### src/rtl/sssp_core_dispatch_if.sv
`default_nettype none
// ============================================================================
// Module      : sssp_core_dispatch_if
// Description : Task-stream and per-core start/done handshake bundle between
//               the task queue, the dispatcher and the attached sssp_cores.
// Revision    : 1.0 - initial release
// ============================================================================
interface sssp_core_dispatch_if #(
    parameter int N_CORES    = 4,
    parameter int TASK_WIDTH = 64
);
    logic                          s_task_valid;
    logic                          s_task_ready;
    logic [TASK_WIDTH-1:0]         s_task_data;
    logic [N_CORES-1:0]            core_start;
    logic [N_CORES*TASK_WIDTH-1:0] core_task;
    logic [N_CORES-1:0]            core_ready;
    logic [N_CORES-1:0]            core_done;

    // Dispatcher side
    modport master (
        input  s_task_valid, s_task_data, core_ready, core_done,
        output s_task_ready, core_start, core_task
    );

    // Task source / core side
    modport slave (
        output s_task_valid, s_task_data, core_ready, core_done,
        input  s_task_ready, core_start, core_task
    );
endinterface
`default_nettype wire

### src/rtl/sssp_core_dispatch.sv
`default_nettype none
// ============================================================================
// Module      : sssp_core_dispatch
// Description : Round-robin dispatcher feeding SSSP tasks from the task queue
//               to N_CORES sssp_core instances. Tracks each core through
//               FREE -> START -> RUN -> FREE, holds task_in stable per core,
//               and reports occupancy, counters and a sticky protocol error.
// Revision    : 1.0 - initial release
// ============================================================================
module sssp_core_dispatch #(
    parameter int N_CORES    = 4,
    // Packed task word {args, ttype, object, ts}; matches the task-queue width
    parameter int TASK_WIDTH = 64
) (
    input  wire logic                clk,
    input  wire logic                rstn,
    input  wire logic                enable,
    sssp_core_dispatch_if.master     bus,
    output logic [N_CORES-1:0]       busy_mask,
    output logic                     all_idle,
    output logic [31:0]              dispatch_count,
    output logic [31:0]              done_count,
    output logic                     proto_error
);

    localparam int PTR_W = (N_CORES > 1) ? $clog2(N_CORES) : 1;

    typedef enum logic [1:0] {
        ST_FREE  = 2'd0,
        ST_START = 2'd1,
        ST_RUN   = 2'd2
    } core_state_e;

    core_state_e                   state_q [N_CORES];
    core_state_e                   state_d [N_CORES];
    logic [N_CORES-1:0]            start_q, start_d;
    logic [N_CORES*TASK_WIDTH-1:0] core_task_q, core_task_d;
    logic [PTR_W-1:0]              rr_ptr_q, rr_ptr_d;
    logic [31:0]                   dispatch_count_q, dispatch_count_d;
    logic [31:0]                   done_count_q, done_count_d;
    logic                          proto_error_q, proto_error_d;

    logic [N_CORES-1:0]            free_mask;
    logic [N_CORES-1:0]            run_mask;
    logic                          task_ready;
    logic                          accept;
    logic                          grant_found;
    logic [PTR_W-1:0]              grant_idx;
    int                            cand;
    logic [31:0]                   done_inc;
    logic                          err_set;

    // Occupancy masks decoded from registered per-core state
    always_comb begin
        free_mask = '0;
        run_mask  = '0;
        for (int i = 0; i < N_CORES; i++) begin
            free_mask[i] = (state_q[i] == ST_FREE);
            run_mask[i]  = (state_q[i] == ST_RUN);
        end
    end

    // Ready depends only on registered state; forced low while in reset
    assign task_ready = rstn & enable & (|free_mask);
    assign accept     = bus.s_task_valid & task_ready;

    // Cyclic search for the first FREE core at or after rr_ptr
    always_comb begin
        grant_found = 1'b0;
        grant_idx   = '0;
        cand        = 0;
        for (int k = 0; k < N_CORES; k++) begin
            cand = int'(rr_ptr_q) + k;
            if (cand >= N_CORES) begin
                cand = cand - N_CORES;
            end
            if (!grant_found && free_mask[PTR_W'(cand)]) begin
                grant_found = 1'b1;
                grant_idx   = PTR_W'(cand);
            end
        end
    end

    // Next-state for per-core FSMs, task registers, pointer and counters
    always_comb begin
        start_d          = start_q;
        core_task_d      = core_task_q;
        rr_ptr_d         = rr_ptr_q;
        dispatch_count_d = dispatch_count_q;
        done_inc         = '0;
        err_set          = 1'b0;
        for (int i = 0; i < N_CORES; i++) begin
            state_d[i] = state_q[i];
            case (state_q[i])
                ST_FREE: begin
                    if (bus.core_done[i]) begin
                        err_set = 1'b1;
                    end
                    if (accept && grant_found && (grant_idx == PTR_W'(i))) begin
                        state_d[i] = ST_START;
                        core_task_d[i*TASK_WIDTH +: TASK_WIDTH] = bus.s_task_data;
                    end
                end
                ST_START: begin
                    if (bus.core_done[i]) begin
                        err_set = 1'b1;
                    end
                    if (bus.core_ready[i]) begin
                        state_d[i] = ST_RUN;
                    end
                end
                ST_RUN: begin
                    // ap_ready is not meaningful once the core is running
                    if (bus.core_done[i]) begin
                        state_d[i] = ST_FREE;
                        done_inc   = done_inc + 32'd1;
                    end
                end
                default: begin
                    state_d[i] = ST_FREE;
                end
            endcase
            start_d[i] = (state_d[i] == ST_START);
        end
        if (accept && grant_found) begin
            rr_ptr_d         = (grant_idx == PTR_W'(N_CORES - 1)) ? '0 : grant_idx + 1'b1;
            dispatch_count_d = dispatch_count_q + 32'd1;
        end
        done_count_d  = done_count_q + done_inc;
        proto_error_d = proto_error_q | err_set;
    end

    // State registers with synchronous active-low reset
    always_ff @(posedge clk) begin
        if (!rstn) begin
            for (int i = 0; i < N_CORES; i++) begin
                state_q[i] <= ST_FREE;
            end
            start_q          <= '0;
            core_task_q      <= '0;
            rr_ptr_q         <= '0;
            dispatch_count_q <= '0;
            done_count_q     <= '0;
            proto_error_q    <= 1'b0;
        end else begin
            for (int i = 0; i < N_CORES; i++) begin
                state_q[i] <= state_d[i];
            end
            start_q          <= start_d;
            core_task_q      <= core_task_d;
            rr_ptr_q         <= rr_ptr_d;
            dispatch_count_q <= dispatch_count_d;
            done_count_q     <= done_count_d;
            proto_error_q    <= proto_error_d;
        end
    end

    assign bus.s_task_ready = task_ready;
    assign bus.core_start   = start_q;
    assign bus.core_task    = core_task_q;
    assign busy_mask        = ~free_mask;
    assign all_idle         = &free_mask;
    assign dispatch_count   = dispatch_count_q;
    assign done_count       = done_count_q;
    assign proto_error      = proto_error_q;

endmodule
`default_nettype wire

### src/flat_wrapper.sv
// flat-port wrapper written by rule: the top's interface ports become plain ports
module sssp_core_dispatch_flat 
#(
    parameter int N_CORES    = 4,
                                                                               
    parameter int TASK_WIDTH = 64
)
  (clk, rstn, enable, busy_mask, all_idle, dispatch_count, done_count, proto_error, bus_s_task_valid, bus_s_task_data, bus_core_ready, bus_core_done, bus_s_task_ready, bus_core_start, bus_core_task);
  sssp_core_dispatch_if #(.N_CORES(N_CORES), .TASK_WIDTH(TASK_WIDTH)) bus_i ();
  input  wire logic clk;
  input  wire logic rstn;
  input  wire logic enable;
  output logic [N_CORES-1:0] busy_mask;
  output logic all_idle;
  output logic [31:0] dispatch_count;
  output logic [31:0] done_count;
  output logic proto_error;
  input wire logic [$bits(bus_i.s_task_valid)-1:0] bus_s_task_valid;
  input wire logic [$bits(bus_i.s_task_data)-1:0] bus_s_task_data;
  input wire logic [$bits(bus_i.core_ready)-1:0] bus_core_ready;
  input wire logic [$bits(bus_i.core_done)-1:0] bus_core_done;
  output wire logic [$bits(bus_i.s_task_ready)-1:0] bus_s_task_ready;
  output wire logic [$bits(bus_i.core_start)-1:0] bus_core_start;
  output wire logic [$bits(bus_i.core_task)-1:0] bus_core_task;
  assign bus_i.s_task_valid = bus_s_task_valid;
  assign bus_i.s_task_data = bus_s_task_data;
  assign bus_i.core_ready = bus_core_ready;
  assign bus_i.core_done = bus_core_done;
  assign bus_s_task_ready = bus_i.s_task_ready;
  assign bus_core_start = bus_i.core_start;
  assign bus_core_task = bus_i.core_task;
  sssp_core_dispatch #(.N_CORES(N_CORES), .TASK_WIDTH(TASK_WIDTH)) u_core (.clk(clk), .rstn(rstn), .enable(enable), .bus(bus_i), .busy_mask(busy_mask), .all_idle(all_idle), .dispatch_count(dispatch_count), .done_count(done_count), .proto_error(proto_error));
endmodule
### config.mk
export PLATFORM = sky130hd
export DESIGN_NAME = sssp_core_dispatch_flat
export DESIGN_NICKNAME = d
export VERILOG_FILES = /design/src/rtl/sssp_core_dispatch_if.sv /design/src/rtl/sssp_core_dispatch.sv /design/src/flat_wrapper.sv
export SDC_FILE = /design/constraint.sdc
export NUM_CORES = 1
export LEC_CHECK = 0
export CORE_AREA = 2 2 158 160
export CTS_CLUSTER_DIAMETER = 60
export DETAILED_ROUTE_END_ITERATION = 12
export DIE_AREA = 0 0 160 162
export DONT_BUFFER_PORTS = 1
export PLACE_DENSITY = 0.73
export SYNTH_ARGS = -nofsm -noshare
export SYNTH_HDL_FRONTEND = slang
export SYNTH_SLANG_ARGS = --single-unit
### constraint.sdc
create_clock -name clk -period 5.1 [get_ports clk]
set_input_delay 0.51 -clock clk [delete_from_list [all_inputs] [get_ports clk]]
set_output_delay 0.51 -clock clk [all_outputs]
set_load 0.02 [all_outputs]
After elaboration in Yosys (flattened, before gate mapping). Memories as Yosys holds them, arrays and structs flattened. Cells that the tools add are included.

Add/sub/neg operators: 13. Order comparisons: 8. Eq/ne operators: 15. Mux-type cells: 63. Bitwise operators: 9. Reductions and logical operators: 26.

Operators with widths (number): 32-bit two-way mux (7); 32-bit by 1-bit adder with 32-bit output (second input constant) (4); 2-bit two-way mux (25); 32-bit adder (1); 2-bit one-hot mux with 3 select lines (4); 1-bit two-way mux (23); 2-bit by 1-bit == test with 1-bit output (second input constant) (9); 2-bit by 4-bit less-than comparator with 1-bit output (second input constant) (4); 2-bit == test (second input constant) (6); 2-bit zero test (5); 3-bit greater-or-equal comparator (second input constant) (3); 1-bit binary-select mux with 2-bit select (4); 1-bit logical AND (8); 2-bit AND reduction (4); 2-bit OR reduction (4); 2-bit by 1-bit subtractor with 2-bit output (second input constant) (4); 2-bit by 2-bit adder with 3-bit output (second input constant) (2); 1-bit OR (5); 4-bit NOT (1); 4-bit AND reduction (1); 4-bit OR reduction (1); 2-bit by 1-bit adder with 3-bit output (second input constant) (1); 1-bit AND (3); 2-bit by 3-bit greater-or-equal comparator with 1-bit output (second input constant) (1); other kinds (2) (4).

Flip-flop bits (word level): 327. Memory bits (writable): 8. Bits of input ports: 76. Word-level logic and storage cells: 144. Memories kept: 1.

Memories: u_core.state_q (depth 4, bits a word 2, read ports 4, clocked after Yosys merged registers in 0, wr ports 4, line sssp_core_dispatch.sv:34) `core_state_e state_q [N_CORES];`.

Depth between registers and ports, before layout. Gate-level depths: netlist of run 1.

Depth after elaboration: 20. Gate-level depth with buffers: 17.

Worst setup path before layout of run 1. No wires, ideal clock.

Kind: input port to flip-flop. Start: in bus_core_done[0]. End: reg u_core.done_count_q[26], in the netlist u_core.done_count[26]. Data arrival time: 3.691 ns. Path slack: 1.339 ns. Stages: 13. Path buffers: 0. Cells stage by stage: and3b_1 > ha_1 > mux2_2 > ha_1 > mux2_2 > ha_1 > mux2i_1 > fa_1 > nand2b_1 > a211oi_2 > nand3_1 > or3_1 > a21oi_1.

Word-level cells in the longest chain between the ends: 12.

RTL lines: from (decl) (line flat_wrapper.sv:21) `input wire logic [$bits(bus_i.core_done)-1:0] bus_core_done;`; 1-bit two-way mux (*) (line sssp_core_dispatch.sv:114) `if (bus.core_done[i]) begin`; 32-bit two-way mux (*) (line sssp_core_dispatch.sv:94) `case (state_q[i])`; 32-bit by 1-bit adder with 32-bit output (line sssp_core_dispatch.sv:116) `done_inc = done_inc + 32'd1;`; 32-bit two-way mux (line sssp_core_dispatch.sv:114); 32-bit two-way mux (*) (line sssp_core_dispatch.sv:94); 32-bit by 1-bit adder with 32-bit output (line sssp_core_dispatch.sv:116); 32-bit two-way mux (line sssp_core_dispatch.sv:114); 32-bit two-way mux (*) (line sssp_core_dispatch.sv:94); 32-bit by 1-bit adder with 32-bit output (line sssp_core_dispatch.sv:116); 32-bit two-way mux (line sssp_core_dispatch.sv:114); 32-bit two-way mux (*) (line sssp_core_dispatch.sv:94); 32-bit adder (*) (line sssp_core_dispatch.sv:129) `done_count_d = done_count_q + done_inc;`; to (signal assigned) (line sssp_core_dispatch.sv:153) `done_count_q <= done_count_d;`; to (decl) (line sssp_core_dispatch.sv:40) `logic [31:0] done_count_q, done_count_d;`.

Mark *: on every way between the ends. The rest lies on a longest branch, timed or not. A chain may end at the register's enable or synchronous reset.

==> results of run 1 <==
[flip-flops by register name, summed over array words and instances, names as in the netlist]
register / cells
u_core.proto_error: 1
u_core.bus.core_task: 256
u_core.bus.core_start: 4
u_core.dispatch_count: 32
u_core.rr_ptr_q: 2
u_core.state_q: 8
u_core.done_count: 32
[cell usage after synthesis, types with 2 or more instances]
cell type / number / area [um^2]
or2_2: 2 / 12.5
inv_1: 21 / 78.8
and2_1: 6 / 37.5
nand3_1: 27 / 135
and4_1: 7 / 61.3
nand2_1: 539 / 2020
a31oi_1: 3 / 18.8
buf_1: 14 / 52.6
o21ai_0: 11 / 55.1
nand2b_1: 3 / 18.8
mux2i_1: 6 / 60.1
clkbuf_1: 84 / 315
a21oi_1: 285 / 1430
nor2b_1: 3 / 18.8
ha_1: 12 / 150
mux2_2: 3 / 33.8
nor2_1: 65 / 244
a211oi_1: 2 / 15.0
xnor2_1: 28 / 245
nor4_1: 15 / 93.8
xor2_1: 21 / 184
nand3b_1: 4 / 30.0
nor2_2: 3 / 18.8
nand4_1: 20 / 125
or3_1: 11 / 68.8
nor3_1: 10 / 50.1
and3_1: 17 / 106
dfxtp_1: 335 / 6710
[worst max-delay path, stage by stage, from the launching register on]
cell and delay (ns):
dfxtp_1 0.41, and3b_1 0.21, ha_1 0.26, mux2_2 0.31
ha_1 0.27, mux2_2 0.26, ha_1 0.30, mux2i_1 0.10
fa_1 0.43, nand2b_1 0.21, a211oi_2 0.47, nand3_1 0.24
or3_1 0.35, a21oi_1 0.14
[area by class of cell]
class | count | area share, %
clock inverters | 13 | 1.53
flip-flops and latches | 335 | 47.9
inverters | 22 | 0.644
repair buffers | 11 | 0.769
well taps | 324 | 2.90
multi-input cells | 1117 | 38.7
clock buffers | 50 | 7.54
[per-layer routing]
metal / GRT usage (%) / vias to the layer above
met2: 47.4 / 522
li1: - / 5073
met4: 8.60 / 0
met3: 11.2 / 77
met5: 0 / -
met1: 28.6 / 4959
[logic make-up (layout without fill, tap and decap cells)]
group / count (synthesis) / in the layout / share of synthesized area (%)
buffers and inverters: 122 / 96 / 3.71
AND/OR/NAND/NOR: 737 / 737 / 24.6
flip-flops: 335 / 335 / 53.4
XOR/XNOR: 49 / 49 / 3.42
multiplexers: 9 / 9 / 0.747
adder cells (fa/ha/maj): 13 / 13 / 1.35
AO/OA/AOI/OAI: 309 / 309 / 12.8
[per-stage QoR]
stage	cells	worst slack [ns]	hold WS [ns]	power [mW]	cell area, um^2
2_1_floorplan	1574	1.34	0.475	2.87	12600
3_3_place_gp	1809	1.11	0.489	2.91	12700
3_5_place_dp	1809	1.02	0.505	2.91	12700
4_1_cts	1872	1.07	0.116	5.63	14000
5_1_grt	1872	0.878	0.117	5.77	14000
6_report	1872	1.06	0.132	5.60	14000
[where the power goes]
| part | leakage, nW | internal (mW) | switching [mW] |
|---|---|---|---|
| sequential | 2.70 | 2.65 | 0.0619 |
| clock | 0.617 | 1.70 | 1.05 |
| combinational | 1.37 | 0.0352 | 0.108 |
| total | 4.69 | 4.39 | 1.22 |
[final timing paths]
| check | from | endpoint | slack [ns] | cells past startpoint |
|---|---|---|---|---|
| min reg2reg | u_core.state_q[0][2] | u_core.state_q[0][3] | 0.51 | 2 |
| max | u_core.state_q[0][0] | u_core.done_count[26] | 1.06 | 13 |
| min | rstn | u_core.done_count[6] | 0.13 | 1 |
| max reg2reg | u_core.state_q[0][0] | u_core.done_count[26] | 1.06 | 13 |
==> results.sh, run 1 <==
export IMPL_post_cts_resized=0
export IMPL_clock_latency_ns=0.50
export IMPL_cts_tree="yes"
export IMPL_endpoint_kind="register"
export IMPL_drv_slew=0
export IMPL_grt_antenna_before_repair=0
export IMPL_htreeDepth=2
export IMPL_tightest_slew_ns=1.08
export IMPL_coreArea_mm2=0.0241
export IMPL_yosysWarningCount=0
export IMPL_n_antenna_cell=0
export IMPL_wire_per_inst_um=19.3
export IMPL_hold_violations=0
export IMPL_syn_area_per_cell_um2=7.98
export IMPL_layout_nets=1612
export IMPL_skew_ns=0.0186
export IMPL_critPathKind="register to register"
export IMPL_max_freq_mhz=247
export IMPL_setup_tns_final_ns=0
export IMPL_clock_sinks=335
export IMPL_row_count=57
export IMPL_die_w_um=160
export IMPL_vias_per_cell=5.68
export IMPL_critPathMaxFanout=6
export IMPL_wl_met3_mm=4.43
export IMPL_relSlewSlack_pct=27.9
export IMPL_grt_ovfl_total=0
export IMPL_ys_types=45
export IMPL_syn_area_mm2=0.0126
export IMPL_start_util_pct=52.1
export IMPL_synth_edf_count=0
export IMPL_p_per_area_mw_per_mm2=400
export IMPL_routed_wl_mm=36.1
export IMPL_root_buffer="clkbuf_16"
export IMPL_area_growth_pct=11.4
export IMPL_drt_iter0_drc=907
export IMPL_rsz0062_at_grt="false"
export IMPL_hp_class="input pin to register"
export IMPL_p_leak_nw=4.69
export IMPL_nFillCells=2162
export IMPL_path_clk_slew_ns=0.06
export IMPL_min_period_over_period_pct=79.3
export IMPL_cp_required_ns=5.53
export IMPL_m1WireLength_mm=12.8
export IMPL_synth_seq_cells=335
export IMPL_track_usage_pct=26.6
export IMPL_cts_hold_buf=0
export IMPL_cts_setup_buffers=0
export IMPL_max_vdd_ir_drop_mv=0.326
export IMPL_utilization_pct=58.1
export IMPL_cts_made_buffers=36
export IMPL_final_cell_mix="nand2_1, dfxtp_1, a21oi_1, nor2_1, clkbuf_16"
export IMPL_drtAntennaViolNets=0
export IMPL_synth_flop_cell="dfxtp_1"
export IMPL_clock_path_buffers=3
export IMPL_drv_cap=0
export IMPL_grt_pass1_vias=10100
export IMPL_register_area_mm2=0.00671
export IMPL_cp_arrival_ns=4.47
export IMPL_crit_path_start_kind="register"
export IMPL_synthArstFlopShare_pct=0
export IMPL_grt_first_pass_wirelength_mm=55.4
export IMPL_die_area_mm2=0.0259
export IMPL_fin_crit_ns=4.04
export IMPL_vias=10600
export IMPL_multi_input_area_mm2=0.00542
export IMPL_drive_gt1_share_pct=5.81
export IMPL_die_h_um=162
export IMPL_synthesis_nets=1663
export IMPL_highest_layer="met4"
export IMPL_port_buffers=0
export IMPL_dr_pass1_iters=5
export IMPL_setup_viol=0
export IMPL_status="complete, no violations"
export IMPL_grt_max_degree=184
export IMPL_final_common_cell="nand2_1"
export IMPL_yosysSeqAreaShare_pct=53.4
export IMPL_wl_met2_mm=17.9
export IMPL_post_dp_hpwl_mm=23.9
export IMPL_gp_congestion=0.831
export IMPL_io_pin_count=407
export IMPL_drc=0
export IMPL_synthCells=1574
Power figures use the tool's default switching activity.
==> inputs of run 2 (changes only) <==
--- a/config.mk
+++ b/config.mk
@@ -5,12 +5,12 @@
 export SDC_FILE = /design/constraint.sdc
 export NUM_CORES = 1
 export LEC_CHECK = 0
-export CORE_AREA = 2 2 158 160
+export CORE_AREA = 2 2 156 158
 export CTS_CLUSTER_DIAMETER = 60
 export DETAILED_ROUTE_END_ITERATION = 12
-export DIE_AREA = 0 0 160 162
+export DIE_AREA = 0 0 158 160
 export DONT_BUFFER_PORTS = 1
-export PLACE_DENSITY = 0.73
+export PLACE_DENSITY = 0.77
 export SYNTH_ARGS = -nofsm -noshare
 export SYNTH_HDL_FRONTEND = slang
 export SYNTH_SLANG_ARGS = --single-unit
==> constraint.sdc (replaced) <==
create_clock -name clk -period 3.7 [get_ports clk]
set_input_delay 0.37 -clock clk [delete_from_list [all_inputs] [get_ports clk]]
set_output_delay 0.37 -clock clk [all_outputs]
set_load 0.02 [all_outputs]
==> results.sh, run 2 (synthesized netlist as in run 1, its figures left out) <==
export IMPL_r2r_slack_ns=0.08
export IMPL_dr_pass1_iters=8
export IMPL_track_usage_pct=28.4
export IMPL_gp_congestion=0.853
export IMPL_drive_gt1_share_pct=6.88
export IMPL_cpMostUsedCell="ha_1"
export IMPL_skew_ns=0.0126
export IMPL_critPathSlowestCell="dfxtp_1"
export IMPL_status="complete, no violations"
export IMPL_path_clk_slew_ns=0.06
export IMPL_crit_path_start_kind="register"
export IMPL_grt_first_pass_wirelength_mm=57.8
export IMPL_io_pin_count=407
export IMPL_cts_made_buffers=35
export IMPL_coreArea_mm2=0.0238
export IMPL_relSlewSlack_pct=40.0
export IMPL_drv_slew=0
export IMPL_cp_cell_sequence="and3b_1 -> ha_1 -> mux2_2 -> ha_1 -> mux2_2 -> ha_1 -> mux2_2 -> ha_1 -> a21oi_2 -> o22ai_2 -> buf_2 -> nand4_1 -> xor2_1 -> nor2_1"
export IMPL_clock_sinks=335
export IMPL_regToRegEndpoint="u_core.done_count[19]"
export IMPL_min_period_over_period_pct=97.7
export IMPL_vias=11400
export IMPL_die_h_um=160
export IMPL_worstHoldPathCells=2
export IMPL_grt_pass1_vias=10900
export IMPL_final_area_mm2=0.0148
export IMPL_tightest_slew_ns=0.892
export IMPL_drc=0
export IMPL_final_cell_mix="nand2_1, dfxtp_1, a21oi_1, dlygate4sd3_1, nor2_1"
export IMPL_clock_latency_ns=0.50
export IMPL_die_area_mm2=0.0253
export IMPL_post_dp_hpwl_mm=23.7
export IMPL_n_antenna_cell=0
export IMPL_critPathMaxFanout=6
export IMPL_hp_class="input pin to register"
export IMPL_totalPowerFinal_mw=7.63
export IMPL_layout_nets=1692
export IMPL_port_buffers=0
export IMPL_drt_iter0_drc=1099
export IMPL_drtAntennaViolNets=0
export IMPL_area_growth_pct=17.6
export IMPL_endpoint_kind="register"
export IMPL_clock_path_buffers=3
export IMPL_critPathTopFamily="adder cells"
export IMPL_vias_per_cell=5.85
export IMPL_root_buffer="clkbuf_16"
export IMPL_worst_path_stages=14
export IMPL_min_to="u_core.bus.core_task[214]"
export IMPL_routed_wl_mm=38.1
export IMPL_min_from="bus_s_task_data[22]"
export IMPL_reg2reg_from="u_core.state_q[0][0]"
export IMPL_utilization_pct=62.0
export IMPL_max_freq_mhz=277
export IMPL_nFillCells=1993
export IMPL_setup_viol=0
export IMPL_p_leak_nw=5.05
export IMPL_cp_required_ns=4.05
export IMPL_startpoint="u_core.state_q[0][0]"
export IMPL_largest_reg_flops=256
export IMPL_hold_violations=0
export IMPL_slowest_delay_ns=0.33
export IMPL_die_w_um=158
export IMPL_path_buf_inv=1
export IMPL_htreeDepth=2
export IMPL_grt_ovfl_total=0
export IMPL_fin_crit_ns=3.62
export IMPL_start_util_pct=52.7
export IMPL_r2r_cells=14
export IMPL_critPathKind="register to register"
export IMPL_grt_max_degree=127
export IMPL_grt_antenna_before_repair=0
export IMPL_cts_tree="yes"
export IMPL_row_count=57
export IMPL_max_vdd_ir_drop_mv=0.423
export IMPL_final_common_cell="nand2_1"
export IMPL_wire_per_inst_um=19.5
export IMPL_postPlaceCellArea_mm2=0.0129
export IMPL_cp_arrival_ns=3.97
export IMPL_p_per_area_mw_per_mm2=516
export IMPL_drv_cap=0
-- run 2: final cells by class --
cell class              count  area, um^2  area share (%)
flip-flops and latches    335        6710            45.4
multi-input cells        1117        5450            36.9
clock buffers              49        1070            7.25
repair buffers             92         928            6.28
well taps                 324         405            2.74
clock inverters            13         129           0.872
inverters                  22        90.1           0.610
-- run 2: worst max path at each step --
stage	to	slack, ns
3_5_place_dp	u_core.done_count[28]	-0.05
4_1_cts	u_core.done_count[28]	0.03
3_3_place_gp	u_core.done_count[26]	0.09
2_1_floorplan	u_core.done_count[28]	0.04
6_report	u_core.done_count[19]	0.08
5_1_grt	u_core.done_count[31]	-0.02
-- run 2: repair_timing --
action / 4_1_cts / 5_1_grt
resized for setup: 3 / 4
endpoints found under the hold margin: 216 / 0
hold buffers: 66 / 0
setup endpoints to repair: 2 / 20
cloned: 0 / 1
buffers inserted: 0 / 2
pin swaps: 1 / 4
-- run 2: worst register-to-register path: cells and delay by family (launching register included) --
| family | cells | cell delay, ns |
|---|---|---|
| buffers and inverters | 1 | 0.24 |
| AOI/OAI and AO/OA | 2 | 0.34 |
| xor gates and xnor gates | 1 | 0.17 |
| adders and majority gates | 4 | 1.14 |
| DFF | 1 | 0.33 |
| and+or+nand+nor | 3 | 0.39 |
| muxes | 3 | 0.85 |
-- run 2: power by group --
| part | total [mW] | switching [mW] | internal, mW | leakage [nW] |
|---|---|---|---|---|
| Combinational | 0.298 | 0.198 | 0.100 | 1.74 |
| Clock | 3.59 | 1.42 | 2.17 | 0.605 |
| Sequential | 3.73 | 0.0851 | 3.65 | 2.70 |
| Total | 7.63 | 1.71 | 5.92 | 5.05 |
-- run 2: metal layers --
layer | global-route usage, % | vias to the layer above | part of all wire (%)
li1 | - | 5236 | -
met1 | 30.7 | 5393 | 35
met2 | 48.0 | 642 | 49
met3 | 10.1 | 144 | 11
met4 | 15.8 | 0 | 5.0
met5 | 0 | - | 0
-- run 2: through the flow --
step	setup WS (ns)	TNS, ns	std cells	hold WS [ns]
finish	0.0848	0	1952	0.00992
global placement	0.0907	0	1821	0.487
floorplan	0.0394	0	1574	0.475
global route	-0.0235	-0.0379	1952	0.0000452
CTS	0.0263	0	1949	0.00000400
detailed placement	-0.0496	-0.0817	1821	0.499
